`config.mk`:
```
export PLATFORM = sky130hd
export DESIGN_NAME = fm_axi_master_arbiter
export DESIGN_NICKNAME = d
export VERILOG_FILES = /design/src/rtl/fm_axi_master_arbiter.sv
export SDC_FILE = /design/constraint.sdc
export NUM_CORES = 1
export LEC_CHECK = 0
export CORE_AREA = 2 2 191 193
export DETAILED_ROUTE_END_ITERATION = 8
export DIE_AREA = 0 0 193 195
export PLACE_DENSITY_LB_ADDON = 0.12
export SETUP_SLACK_MARGIN = 0.1
export SYNTH_ARGS = -nofsm -noshare
export SYNTH_HDL_FRONTEND = slang
export SYNTH_SLANG_ARGS = --single-unit
```
`constraint.sdc`:
```
create_clock -name clk_axi -period 2.4 [get_ports clk_axi]
set_clock_uncertainty 0.05 [all_clocks]
set_input_delay 0.72 -clock clk_axi [delete_from_list [all_inputs] [get_ports clk_axi]]
set_output_delay 0.72 -clock clk_axi [all_outputs]
set_load 0.05 [all_outputs]
```
`src/rtl/fm_axi_master_arbiter.sv`:
```
// Round-robin arbiter sharing one AXI4-Lite-style register slave between NUM_REQ req/done requesters.
// One single-beat write or read per grant; returns data/response and counts non-OKAY responses.
module fm_axi_master_arbiter #(
  parameter int NUM_REQ          = 4,
  parameter int AXI_ADDR_WIDTH   = 32,
  parameter int AXI_ID_BIT_COUNT = 6
) (
  input  logic                                clk_axi,
  input  logic                                reset_axi_n,
  input  logic [NUM_REQ-1:0]                  req_valid,
  input  logic [NUM_REQ-1:0]                  req_write,
  input  logic [NUM_REQ*AXI_ADDR_WIDTH-1:0]   req_addr,
  input  logic [NUM_REQ*32-1:0]               req_wdata,
  output logic [NUM_REQ-1:0]                  req_done,
  output logic [31:0]                         req_rdata,
  output logic [1:0]                          req_resp,
  output logic [AXI_ADDR_WIDTH-1:0]           m_awaddr,
  output logic [AXI_ID_BIT_COUNT-1:0]         m_awid,
  output logic                                m_awvalid,
  input  logic                                m_awready,
  output logic [31:0]                         m_wdata,
  output logic [3:0]                          m_wstrb,
  output logic                                m_wlast,
  output logic                                m_wvalid,
  input  logic                                m_wready,
  input  logic                                m_bvalid,
  input  logic [1:0]                          m_bresp,
  input  logic [AXI_ID_BIT_COUNT-1:0]         m_bid,
  output logic                                m_bready,
  output logic [AXI_ADDR_WIDTH-1:0]           m_araddr,
  output logic [AXI_ID_BIT_COUNT-1:0]         m_arid,
  output logic                                m_arvalid,
  input  logic                                m_arready,
  input  logic [31:0]                         m_rdata,
  input  logic [1:0]                          m_rresp,
  input  logic                                m_rlast,
  input  logic                                m_rvalid,
  input  logic [AXI_ID_BIT_COUNT-1:0]         m_rid,
  output logic                                m_rready,
  output logic [15:0]                         err_count,
  output logic                                busy,
  output logic [2:0]                          dbg_state
);

  localparam int IDX_W = (NUM_REQ > 1) ? $clog2(NUM_REQ) : 1;

  // Handshakes: a channel transfers on the rising clk_axi edge where valid and ready are both high;
  // a valid, once raised, is held with stable payload until that edge.
  typedef enum logic [2:0] {
    S_IDLE  = 3'd0,
    S_WADDR = 3'd1,
    S_WRESP = 3'd2,
    S_RADDR = 3'd3,
    S_RDATA = 3'd4,
    S_DONE  = 3'd5
  } state_t;

  state_t                    state_q, state_d;
  logic [IDX_W-1:0]          ptr_q, idx_q;
  logic [AXI_ADDR_WIDTH-1:0] addr_q;
  logic [31:0]               wdata_q, rdata_q;
  logic [1:0]                resp_q;
  logic                      aw_done_q, w_done_q;
  logic [15:0]               err_q;

  logic                      grant_found;
  logic [IDX_W-1:0]          grant_idx, cand;
  logic [AXI_ADDR_WIDTH-1:0] grant_addr;
  logic [31:0]               grant_wdata;

  logic unused_ids;
  assign unused_ids = ^{m_bid, m_rid};

  // Round-robin search starting just after the last granted requester.
  always_comb begin
    grant_found = 1'b0;
    grant_idx   = '0;
    cand        = '0;
    for (int k = 1; k <= NUM_REQ; k++) begin
      cand = IDX_W'((int'(ptr_q) + k) % NUM_REQ);
      if (!grant_found && req_valid[cand]) begin
        grant_found = 1'b1;
        grant_idx   = cand;
      end
    end
  end

  always_comb begin
    grant_addr  = '0;
    grant_wdata = '0;
    for (int i = 0; i < NUM_REQ; i++) begin
      if (grant_idx == IDX_W'(i)) begin
        grant_addr  = req_addr[i*AXI_ADDR_WIDTH +: AXI_ADDR_WIDTH];
        grant_wdata = req_wdata[i*32 +: 32];
      end
    end
  end

  always_ff @(posedge clk_axi or negedge reset_axi_n) begin
    if (!reset_axi_n) state_q <= S_IDLE;
    else              state_q <= state_d;
  end

  always_comb begin
    state_d = state_q;
    case (state_q)
      S_IDLE:  if (grant_found) state_d = req_write[grant_idx] ? S_WADDR : S_RADDR;
      S_WADDR: if ((aw_done_q || m_awready) && (w_done_q || m_wready)) state_d = S_WRESP;
      S_WRESP: if (m_bvalid) state_d = S_DONE;
      S_RADDR: if (m_arready) state_d = S_RDATA;
      S_RDATA: if (m_rvalid) state_d = S_DONE;
      S_DONE:  state_d = S_IDLE;
      default: state_d = S_IDLE;
    endcase
  end

  always_comb begin
    m_awvalid = 1'b0;
    m_wvalid  = 1'b0;
    m_bready  = 1'b0;
    m_arvalid = 1'b0;
    m_rready  = 1'b0;
    req_done  = '0;
    case (state_q)
      S_WADDR: begin
        m_awvalid = !aw_done_q;
        m_wvalid  = !w_done_q;
      end
      S_WRESP: m_bready = 1'b1;
      S_RADDR: m_arvalid = 1'b1;
      S_RDATA: m_rready = 1'b1;
      S_DONE:  req_done[idx_q] = 1'b1;
      default: ;
    endcase
  end

  // Response/data registers are loaded on entry to DONE so they change together with the done pulse.
  always_ff @(posedge clk_axi or negedge reset_axi_n) begin
    if (!reset_axi_n) begin
      ptr_q     <= IDX_W'(NUM_REQ - 1);
      idx_q     <= '0;
      addr_q    <= '0;
      wdata_q   <= '0;
      rdata_q   <= '0;
      resp_q    <= 2'b00;
      aw_done_q <= 1'b0;
      w_done_q  <= 1'b0;
      err_q     <= '0;
    end else begin
      case (state_q)
        S_IDLE: begin
          if (grant_found) begin
            idx_q     <= grant_idx;
            ptr_q     <= grant_idx;
            addr_q    <= grant_addr;
            wdata_q   <= grant_wdata;
            aw_done_q <= 1'b0;
            w_done_q  <= 1'b0;
          end
        end
        S_WADDR: begin
          if (m_awready) aw_done_q <= 1'b1;
          if (m_wready)  w_done_q  <= 1'b1;
        end
        S_WRESP: if (m_bvalid) resp_q <= m_bresp;
        S_RDATA: begin
          if (m_rvalid) begin
            rdata_q <= m_rdata;
            resp_q  <= m_rlast ? m_rresp : 2'b10;
          end
        end
        S_DONE: begin
          if (resp_q != 2'b00 && err_q != 16'hFFFF) err_q <= err_q + 16'd1;
        end
        default: ;
      endcase
    end
  end

  assign m_awaddr  = addr_q;
  assign m_araddr  = addr_q;
  assign m_awid    = {{(AXI_ID_BIT_COUNT-IDX_W){1'b0}}, idx_q};
  assign m_arid    = {{(AXI_ID_BIT_COUNT-IDX_W){1'b0}}, idx_q};
  assign m_wdata   = wdata_q;
  assign m_wstrb   = 4'hF;
  assign m_wlast   = 1'b1;
  assign req_rdata = rdata_q;
  assign req_resp  = resp_q;
  assign err_count = err_q;
  assign busy      = (state_q != S_IDLE);
  assign dbg_state = state_q;

endmodule

```
=== Word level (Yosys, flattened, before mapping) ===
Cells that the tools add are included.

* Muxes and demuxes: 50
* Reduce and logical (&&, ||, !) cells: 26
* $add $sub $neg: 5
* $lt $le $gt $ge: 7
* Equality and inequality tests: 16

{| class="wikitable"
|+ Operator list
! operator !! number
|-
| $mux W32 || 8
|-
| $lt A2 B3 Y1 const B || 6
|-
| $mux W1 || 18
|-
| $add A16 B1 Y16 const B || 1
|-
| $mux W2 || 8
|-
| $ne A16 B16 Y1 const B || 1
|-
| $mux W3 || 5
|-
| $pmux W3 S5 || 1
|-
| $ne A2 B2 Y1 const B || 7
|-
| $bmux W1 S2 || 5
|-
| $reduce_and A3 Y1 || 3
|-
| $eq A3 B2 Y1 const B || 2
|-
| $eq A3 B3 Y1 const B || 2
|-
| $logic_and A1 B1 Y1 || 6
|-
| $reduce_and A2 Y1 || 3
|-
| $reduce_bool A2 Y1 || 3
|-
| $logic_not A1 Y1 || 5
|-
| $reduce_and A5 Y1 || 1
|-
| $add A2 B1 Y2 const B || 2
|-
| $add A2 B2 Y2 const B || 2
|-
| $eq A2 B2 Y1 const B || 2
|-
| $mux W4 || 1
|-
| $pmux W1 S2 || 2
|-
| $pmux W2 S2 || 1
|-
| other kinds (8) || 9
|}

* Bits in registers: 123
* Logic and storage cells: 114

=== Logic depth before layout (Yosys ltp) ===
Gate-level depths: netlist (run 1).

* Word-level depth: 18
* Depth in mapped cells: 8
* Gate-level depth less buffers: 6

=== Worst setup path after synthesis (run 1) ===
Ideal clock, no wire load.

* Path type: reg2out
* Start point: reg state_q[0] (netlist: dbg_state[0])
* End point: out req_done[1]
* Data required time: 1630 ps
* Slack: -808 ps
* Data arrival time: 2438 ps
* Stages on the path, launching flop included: 5
* Cells stage by stage: dfrtp_1 clkbuf_2 clkbuf_1 nand3b_1 nor3b_1

* Longest elaborated chain between the ends: 2

{| class="wikitable"
|+ RTL lines
! item !! RTL line !! RTL
|-
| start, declared || 58 || <nowiki>state_t state_q, state_d;</nowiki>
|-
| start signal, assigned || 101 || <nowiki>else state_q <= state_d;</nowiki>
|-
| $eq A3 B3 Y1 || 124 || <nowiki>case (state_q)</nowiki>
|-
| $mux W4 || 124 ||
|-
| end, declared || 14 || <nowiki>output logic [NUM_REQ-1:0] req_done,</nowiki>
|}

No other way between the ends.

=== Worst setup path in the final report (run 1) ===
* Start point: reg state_q[1] (netlist: dbg_state[1])
* End point: out req_done[1]

The elaborated chain is that of the path after synthesis.

==> results of run 1 <==
[stage by stage]
step | instance area (um2) | std cells | total power [mW]
finish | 13700 | 1751 | 19.3
global route | 13700 | 1749 | 20.4
CTS | 13600 | 1742 | 19.4
detailed placement | 12800 | 1688 | 16.7
global placement | 12800 | 1688 | 16.7
floorplan | 7430 | 794 | 12.0
[worst register-to-register path: cells and delay by family (launching register included)]
kind	cells	cell delay (ns)
AOI/OAI and AO/OA	2	0.40
buffers and inverters	4	0.62
DFF	1	0.45
and+or+nand+nor	2	0.55
[metal layers]
metal | up-vias | wire length [um] | global-route usage
met5 | - | 13 | 0
met2 | 282 | 17200 | 0.311
met4 | 2 | 595 | 0.0567
li1 | 3698 | - | -
met1 | 3704 | 14000 | 0.218
met3 | 26 | 2340 | 0.0473
[sequential cells by signal, summed over array words and instances, names as in the netlist]
register   count
m_araddr      32
m_wdata       32
req_rdata     32
err_count     16
dbg_state      3
idx_q          2
ptr_q          2
req_resp       2
aw_done_q      1
w_done_q       1
[how the worst max path moves through the flow]
stage                             from      endpoint  slack (ns)  depth (start not counted)
after floorplan           dbg_state[0]  m_araddr[21]        0.05                          8
after global placement    req_valid[3]  m_araddr[19]       -0.55                          7
after detailed placement  req_valid[3]  m_araddr[22]       -0.60                          7
after CTS                 dbg_state[1]   req_done[1]      -0.008                          3
after global routing      dbg_state[1]   req_done[1]       -0.06                          3
final                     dbg_state[1]   req_done[1]        0.03                          3
[cells by family after synthesis]
family	synth area share
adder cells (fa/ha/maj)	0.00171
AND/OR/NAND/NOR	0.155
flip-flops	0.420
other	0.00102
AO/OA/AOI/OAI	0.154
XOR/XNOR	0.0155
multiplexers	0.153
buffers and inverters	0.0991
[timing repair]
item                       in CTS  in global routing
pin swaps                       8                  3
setup endpoints to repair     189                 33
setup buffers                  18                  5
hold buffers                    0                  0
hold endpoints to repair        0                  0
cloned                          5                  0
resized for setup             143                 16
[layout make-up]
cell class                      count  area, um2  share of cell area
Clock inverter                     11        146              0.0107
Clock buffer                       20        447              0.0326
Tap cell                          461        577              0.0421
Inverter                            7       28.8             0.00210
Antenna cell                        4       10.0            0.000730
Timing Repair Buffer              561       5650               0.412
Sequential cell                   123       3080               0.225
Multi-Input combinational cell    564       3760               0.275
[power breakdown]
group / leakage, nW / internal, mW / total [mW] / switching [mW]
clock: 0.274 / 1.65 / 2.67 / 1.03
sequential: 1.46 / 3.06 / 3.80 / 0.743
combinational: 4.04 / 4.72 / 12.8 / 8.09
total: 5.77 / 9.42 / 19.3 / 9.86
[cells in the final DEF (no fill, tap or decap), drive strengths merged, types with 5 or more instances in the layout]
master         count
a21oi             74
a221oi            63
buf              138
clkbuf            21
clkdlybuf4s50    302
clkinvlp           5
conb              13
dfrtp            121
dlygate4sd2      119
inv                7
mux2              98
nand2            140
nand2b             6
nand3              7
nand4              5
nor2              88
nor2b              9
nor3               7
o21ai              7
xnor2              9
==> reports/results.tsv, run 1 <==
metric	value	unit
asyncSetResetFlopFracSynth	1.00	
core-area	35400	um2
max_cap_viol_count	0	
hold_viol_final	0	
fill_cells	3636	
synth.distinct_cells	58	
yosysTopAreaCell	dfrtp_1	
fp.dieH	195	um
synth-main-ff-cell	dfrtp_1	
cp_top_family	simple AND/OR/NAND/NOR gates	
status	finished clean	
post-route-period-util	0.986	
ant_nets	0	
path_buf_inv	1	
grt_max_degree	51	
cts_max_level	4	
worstPathMaxFanout	7	
synthTopCellsByArea	dfrtp_1 41%, mux2_2 12%, a221oi_1 7.5%, nand2_1 7.2%, buf_4 5.4%	
synthCells	783	
nets	1595	
routedWlPerCell	19.5	um
ctsLongestPathBuffers	2	
cts_tree	yes	
maxSlewViolCount	0	
setup_viol	0	
synth.avg_cell_area	9.37	um2
drive_above_1_share	0.226	
worst_slack	0.0339	ns
seq_area_frac_synth	0.420	
synthTopCellsByCount	140 x nand2_1, 121 x dfrtp_1, 85 x nor2_1	
grt_pass1_wl	49.8	mm
io_pins	496	
vias	7712	
grt_pass1_vias	7893	
finalCriticalPeriod	2.37	ns
cp-end-kind	primary output	
clk_latency	0.44	ns
drc_errors	0	
synth_area	7340	um2
start_util	0.207	
crit_type	reg -> out	
worstSetupStartpointType	flop	
worstPathCellList	nand3b_1 > nor3b_4 > buf_12	
grt_util_all_layers	0.180	
rsz0062_at_grt	yes	
pre_cts_slack	-0.598	ns
power.density	1410	nW/um2
worst_ep_arrival_time	1.60	ns
ys_ff_latch	123	
drtIter0Drc	323	
rows	69	
cts_buffers	17	
ir_drop	0.735	mV
synth_edf_count	0	
dieArea	37600	um2
holdWs	0.0586	ns
r2r_end	m_wdata[10]	
tightest_slew	0.551	ns
drt_wl_total	34.2	mm
clk_pin_slew	0.06	ns
grt_overflow	0	
portBuffers	470	
fmax	423	MHz
relSlewSlack	0.634	
hold_path.class	in -> async	
clockRootBuffer	clkbuf_16	
final_core_util	0.387	
ys_warn_count	0	
crit_slowest_cell	dfrtp_2	
synth_top_area_frac	0.413	
syn_to_final_growth	86.9	%
hpwl	25.7	mm
antenna_found_initial	5	
p_leak	5.77	nW
die_w	193	um
dr.pass1.iters	5	
regToRegSetupSlack	0.20	ns
cts_sinks	123	
gp_congestion	0.805	
cp.required	1.63	ns
yosysMostFrequentCell	nand2_1	
reg2regPathDepth	8	
vias_per_cell	4.40	
slowest_delay	0.45	ns
setup_tns	0	ns
r2r-start	dbg_state[1]	
Note: power is estimated with default switching activity, not from simulation.
==> run 2: changes to the inputs <==
--- a/config.mk
+++ b/config.mk
@@ -8,7 +8,7 @@
 export CORE_AREA = 2 2 191 193
 export DETAILED_ROUTE_END_ITERATION = 8
 export DIE_AREA = 0 0 193 195
-export PLACE_DENSITY_LB_ADDON = 0.12
+export PLACE_DENSITY = 0.57
 export SETUP_SLACK_MARGIN = 0.1
 export SYNTH_ARGS = -nofsm -noshare
 export SYNTH_HDL_FRONTEND = slang
==> run 2 against run 1 <==
  * Maximum frequency grew 1.1%
  * Total power shrank 4.2%
  * Register-to-register slack gained 0.04 ns
  * Routed wire length shrank 8.7%
  * Via count is essentially flat
  * Hold slack gained 0.047 ns
  * Die area is the same
  * Global-route usage shrank 1.8 points
  * Sequential power is essentially flat
  * Sequential share of layout area grew 0.55 points
  * Critical path depth is the same
  * Clock power shrank 10%
==> reports/results.tsv, run 2 (synthesis results as in run 1) <==
metric	value	unit
clk_pin_slew	0.06	ns
hold_viol_final	0	
fp.dieH	195	um
worstPathMaxFanout	6	
regToRegSetupSlack	0.24	ns
switchingPower	9.65	mW
tightest_slew	0.637	ns
cts_sinks	123	
io_pins	496	
drtIter0Drc	254	
drt_wl_total	31.3	mm
fmax	427	MHz
vias_per_cell	4.44	
nets	1580	
clockPowerShare	0.129	
drive_above_1_share	0.208	
ctsLongestPathBuffers	2	
ir_drop	0.624	mV
max_cap_viol_count	0	
maxSlewViolCount	0	
power.density	1380	nW/um2
multi_input_area	3680	um2
setup_tns	0	ns
grt_pass1_vias	7834	
cts_tree	yes	
setup_viol	0	
cp.required	1.63	ns
grt_overflow	0	
antenna_found_initial	4	
hpwl	24.0	mm
portBuffers	470	
syn_to_final_growth	82.4	%
core-area	35400	um2
cts_buffers	17	
rsz0062_at_grt	yes	
crit_slowest_cell	dfrtp_2	
mostFrequentLayoutCells	302 x clkdlybuf4s50_1, 139 x nand2_1, 121 x dlygate4sd2_1, 118 x dfrtp_1, 87 x buf_4	
fill_cells	3633	
ant_nets	0	
worstPathCellList	nand3b_1 > nor3b_4 > buf_12	
seq_power_share	0.207	
p_leak	5.61	nW
switching_share	0.522	
hold_path.class	in -> async	
finalCriticalPeriod	2.34	ns
clk_latency	0.42	ns
final_core_util	0.378	
clockRootBuffer	clkbuf_16	
grt_pass1_wl	45.9	mm
routedWlPerCell	18.0	um
relSlewSlack	0.572	
status	finished clean	
design_area	13400	um2
start_util	0.207	
worst_ep_arrival_time	1.57	ns
grt_util_all_layers	0.162	
cts_max_level	4	
die_w	193	um
grt_max_degree	52	
combPwrFrac	0.664	
postCtsHoldBufs	0	
p_int	8.82	mW
post-route-period-util	0.975	
path_buf_inv	1	
vias	7711	
slowest_delay	0.45	ns
postPlaceCellArea	12800	um2
rows	69	
crit_type	reg -> out	
drc_errors	0	
holdWs	0.106	ns
final_common_cell	clkdlybuf4s50_1	
cp_top_family	simple AND/OR/NAND/NOR gates	
final-seq-area	3080	um2
cp-end-kind	primary output	
dieArea	37600	um2
gp_congestion	0.805	
worstSetupStartpointType	flop	
dr.pass1.iters	4	
## run 2: cell types whose count changed in the layout (fill, tap and decap cells not counted), sizes merged, moves of 3 or more
cell	delta
bufinv	-3
clkinv	+3
clkinvlp	-3
inv	+4
buf	-14
## run 2: repair_timing
item,4_1_cts,5_1_grt
buffers inserted,13,2
setup endpoints to repair,188,8
pin swaps,6,4
resized for setup,131,4
gates cloned,1,0
## run 2: final timing paths
kind	startpoint	end	cells past startpoint
max	dbg_state[1]	req_done[1]	3
min in group clk_axi	req_rdata[13]	req_rdata[13]	1
min reg2reg	req_rdata[13]	req_rdata[13]	1
max reg2reg	ptr_q[0]	m_araddr[28]	7
max in group asynchronous	reset_axi_n	m_araddr[12]	2
min	reset_axi_n	req_rdata[13]	1
## run 2: layout make-up
| type | count | area share |
|---|---|---|
| flip-flops and latches | 123 | 0.230 |
| inverters | 7 | 0.00215 |
| repair buffers | 548 | 0.409 |
| clock inverters | 12 | 0.00682 |
| diodes | 3 | 0.000561 |
| multi-input cells | 562 | 0.275 |
| well taps | 461 | 0.0431 |
| clock buffers | 19 | 0.0331 |
## run 2: power by group through the flow
| stage | sequential (mW) | combinational (mW) | clock [mW] |
|---|---|---|---|
| 4_1_cts | 3.84 | 12.4 | 2.49 |
| 6_report | 3.82 | 12.3 | 2.39 |
| 2_1_floorplan | 6.81 | 5.22 | 0 |
| 3_3_place_gp | 3.86 | 12.7 | 0 |
| 3_5_place_dp | 3.91 | 12.7 | 0 |
| 5_1_grt | 3.97 | 13.0 | 2.57 |
## run 2: worst register-to-register path: stages (launching register included)
cell      delay [ns]
dfstp_2         0.57
nand2b_1        0.23
a21oi_2         0.12
nor3_4          0.28
buf_12          0.21
buf_4           0.15
mux2_2          0.33
a21oi_1         0.15
## run 2: routing by layer
metal | global-route usage | wire length (um)
met5 | 0 | 11
met4 | 0.0505 | 570
met3 | 0.0505 | 2590
met2 | 0.289 | 16100
met1 | 0.182 | 11900
## run 2: through the flow
stage,total power [mW],setup slack [ns],cells
after floorplan,12.0,0.0515,794
after global placement,16.6,-0.565,1685
after detailed placement,16.7,-0.588,1685
after CTS,18.7,0.0235,1730
after global routing,19.6,-0.0308,1733
final,18.5,0.0594,1735
==> run 3: changes to the inputs <==
--- a/config.mk
+++ b/config.mk
@@ -5,10 +5,12 @@
 export SDC_FILE = /design/constraint.sdc
 export NUM_CORES = 1
 export LEC_CHECK = 0
+export CELL_PAD_IN_SITES_DETAIL_PLACEMENT = 1
+export CELL_PAD_IN_SITES_GLOBAL_PLACEMENT = 1
 export CORE_AREA = 2 2 191 193
 export DETAILED_ROUTE_END_ITERATION = 8
 export DIE_AREA = 0 0 193 195
-export PLACE_DENSITY = 0.57
+export PLACE_DENSITY = 0.74
 export SETUP_SLACK_MARGIN = 0.1
 export SYNTH_ARGS = -nofsm -noshare
 export SYNTH_HDL_FRONTEND = slang
==> run 3 against run 2 <==
  * The flow now finishes with violations (setup timing)
  * Maximum frequency down 4.4%
  * Global-route usage is 1.7 points higher
  * First-iteration DRC count fell by 8.7%
  * Clock power increased by 16%
  * Count of clock-buffer cells in the layout down 1
  * Total power up 3.7%
  * Largest cell class unchanged
  * Die area unchanged
  * Sequential share of layout area fell by 0.30 points
==> reports/results.tsv, run 3 (synthesis results as in run 1) <==
metric	value	unit
multi_input_area	3740	um2
ctsLongestPathBuffers	2	
crit_path_start	dbg_state[1]	
start_util	0.207	
finalCriticalPeriod	2.45	ns
switchingPower	9.90	mW
io_pins	496	
cts_buffers	17	
cts_max_level	4	
syn_to_final_growth	84.9	%
fp.dieH	195	um
antenna_found_initial	0	
cp.required	1.63	ns
max_cap_viol_count	0	
dieArea	37600	um2
drc_errors	0	
fill_cells	4073	
power.density	1410	nW/um2
drt_wl_total	34.4	mm
post-route-period-util	1.02	
worst_slack	-0.0473	ns
portBuffers	470	
grt_pass1_vias	8392	
relSlewSlack	0.641	
tightest_slew	0.540	ns
rsz0062_at_grt	yes	
core-area	35400	um2
vias_per_cell	4.51	
final-seq-area	3080	um2
gp_congestion	0.846	
r2r-start	ptr_q[1]	
switching_share	0.517	
layout.cells.non_filler	1740	
worst_ep_arrival_time	1.68	ns
failed_checks	setup timing	
nets	1587	
worstPathMaxFanout	7	
hpwl	25.8	mm
maxSlewViolCount	0	
routedWlPerCell	19.8	um
ir_drop	0.790	mV
clk_pin_slew	0.07	ns
clockPowerShare	0.145	
cts_sinks	123	
status	complete, but fails checks	
clockRootBuffer	clkbuf_16	
die_w	193	um
worstSetupStartpointType	flop	
drtIter0Drc	232	
p_int	9.24	mW
grt_max_degree	40	
hold_viol_final	0	
cts_tree	yes	
fmax	409	MHz
ant_nets	0	
crit_type	reg -> out	
final_core_util	0.383	
combPwrFrac	0.656	
dr.pass1.iters	4	
hold_path.class	in -> async	
diodes	0	
holdWs	0.125	ns
vias	7850	
setup_viol	1	
drive_above_1_share	0.212	
grt_overflow	0	
clk_latency	0.44	ns
final_common_cell	clkdlybuf4s50_1	
seq_power_share	0.199	
mostFrequentLayoutCells	302 x clkdlybuf4s50_1, 138 x nand2_1, 130 x dlygate4sd2_1, 118 x dfrtp_1, 85 x buf_4	
grt_util_all_layers	0.179	
cp-end-kind	primary output	
p_leak	5.71	nW
rows	69	
postCtsHoldBufs	0	
grt_pass1_wl	50.1	mm
dp.cells	1688	
## run 3: changes by cell type in the layout (fill, tap and decap cells not counted), moves of 3 or more
cell           delta
dlygate4sd2_1     +9
buf_12            -8
buf_6             +4
bufinv_16         +3
diode_2           -3
## run 3: power groups by stage
stage / Sequential [mW] / Clock, mW / Combinational, mW
after global routing: 3.96 / 2.97 / 13.3
final: 3.82 / 2.77 / 12.6
after detailed placement: 3.91 / 0 / 12.7
after global placement: 3.84 / 0 / 12.6
after CTS: 3.82 / 2.87 / 12.6
after floorplan: 6.81 / 0 / 5.22
## run 3: final timing paths
path	to	slack, ns	cells past startpoint
worst max-delay path	req_done[1]	-0.05	3
worst min-delay path	m_wdata[11]	0.13	1
worst max register to register	m_araddr[23]	0.23	7
worst min register to register	req_rdata[17]	0.43	1
max in group asynchronous	ptr_q[1]	1.57	2
min in group clk_axi	req_rdata[17]	0.43	1
## run 3: critical path: stages, from the launching register on
cell and delay, ns:
dfrtp_2 0.47, nand3b_1 0.31, nor3b_4 0.29, buf_12 0.17
## run 3: routing by layer
metal / global-route usage / part of all wire / vias up / wire [um]
li1: - / - / 3681 / -
met1: 0.199 / 0.39 / 3800 / 13400
met2: 0.322 / 0.51 / 320 / 17600
met3: 0.0557 / 0.075 / 49 / 2570
met4: 0.0556 / 0.022 / 0 / 763
met5: 0 / 0 / - / 0
## run 3: what timing repair did
item                                    4_1_cts  5_1_grt
resized for setup                           150       17
setup buffers                                 9        7
pin swaps                                     6        5
cloned                                        4        0
endpoints found under the setup margin      201       21
## run 3: cell type report
type | instances | area share
timing repair buffer | 555 | 0.407
tap | 461 | 0.0425
inverter | 7 | 0.00212
sequential | 123 | 0.227
clock inverter | 14 | 0.0135
multi-input combinational | 562 | 0.276
clock buffer | 18 | 0.0316
## run 3: through the flow
step / setup TNS, ns / instance area, um2 / setup slack, ns / total power [mW]
CTS: -0.220 / 13500 / -0.0998 / 19.3
global placement: -27.39 / 12700 / -0.526 / 16.4
global route: -0.395 / 13600 / -0.101 / 20.3
finish: -0.0473 / 13600 / -0.0473 / 19.1
floorplan: 0 / 7430 / 0.0515 / 12.0
detailed placement: -29.77 / 12700 / -0.527 / 16.6
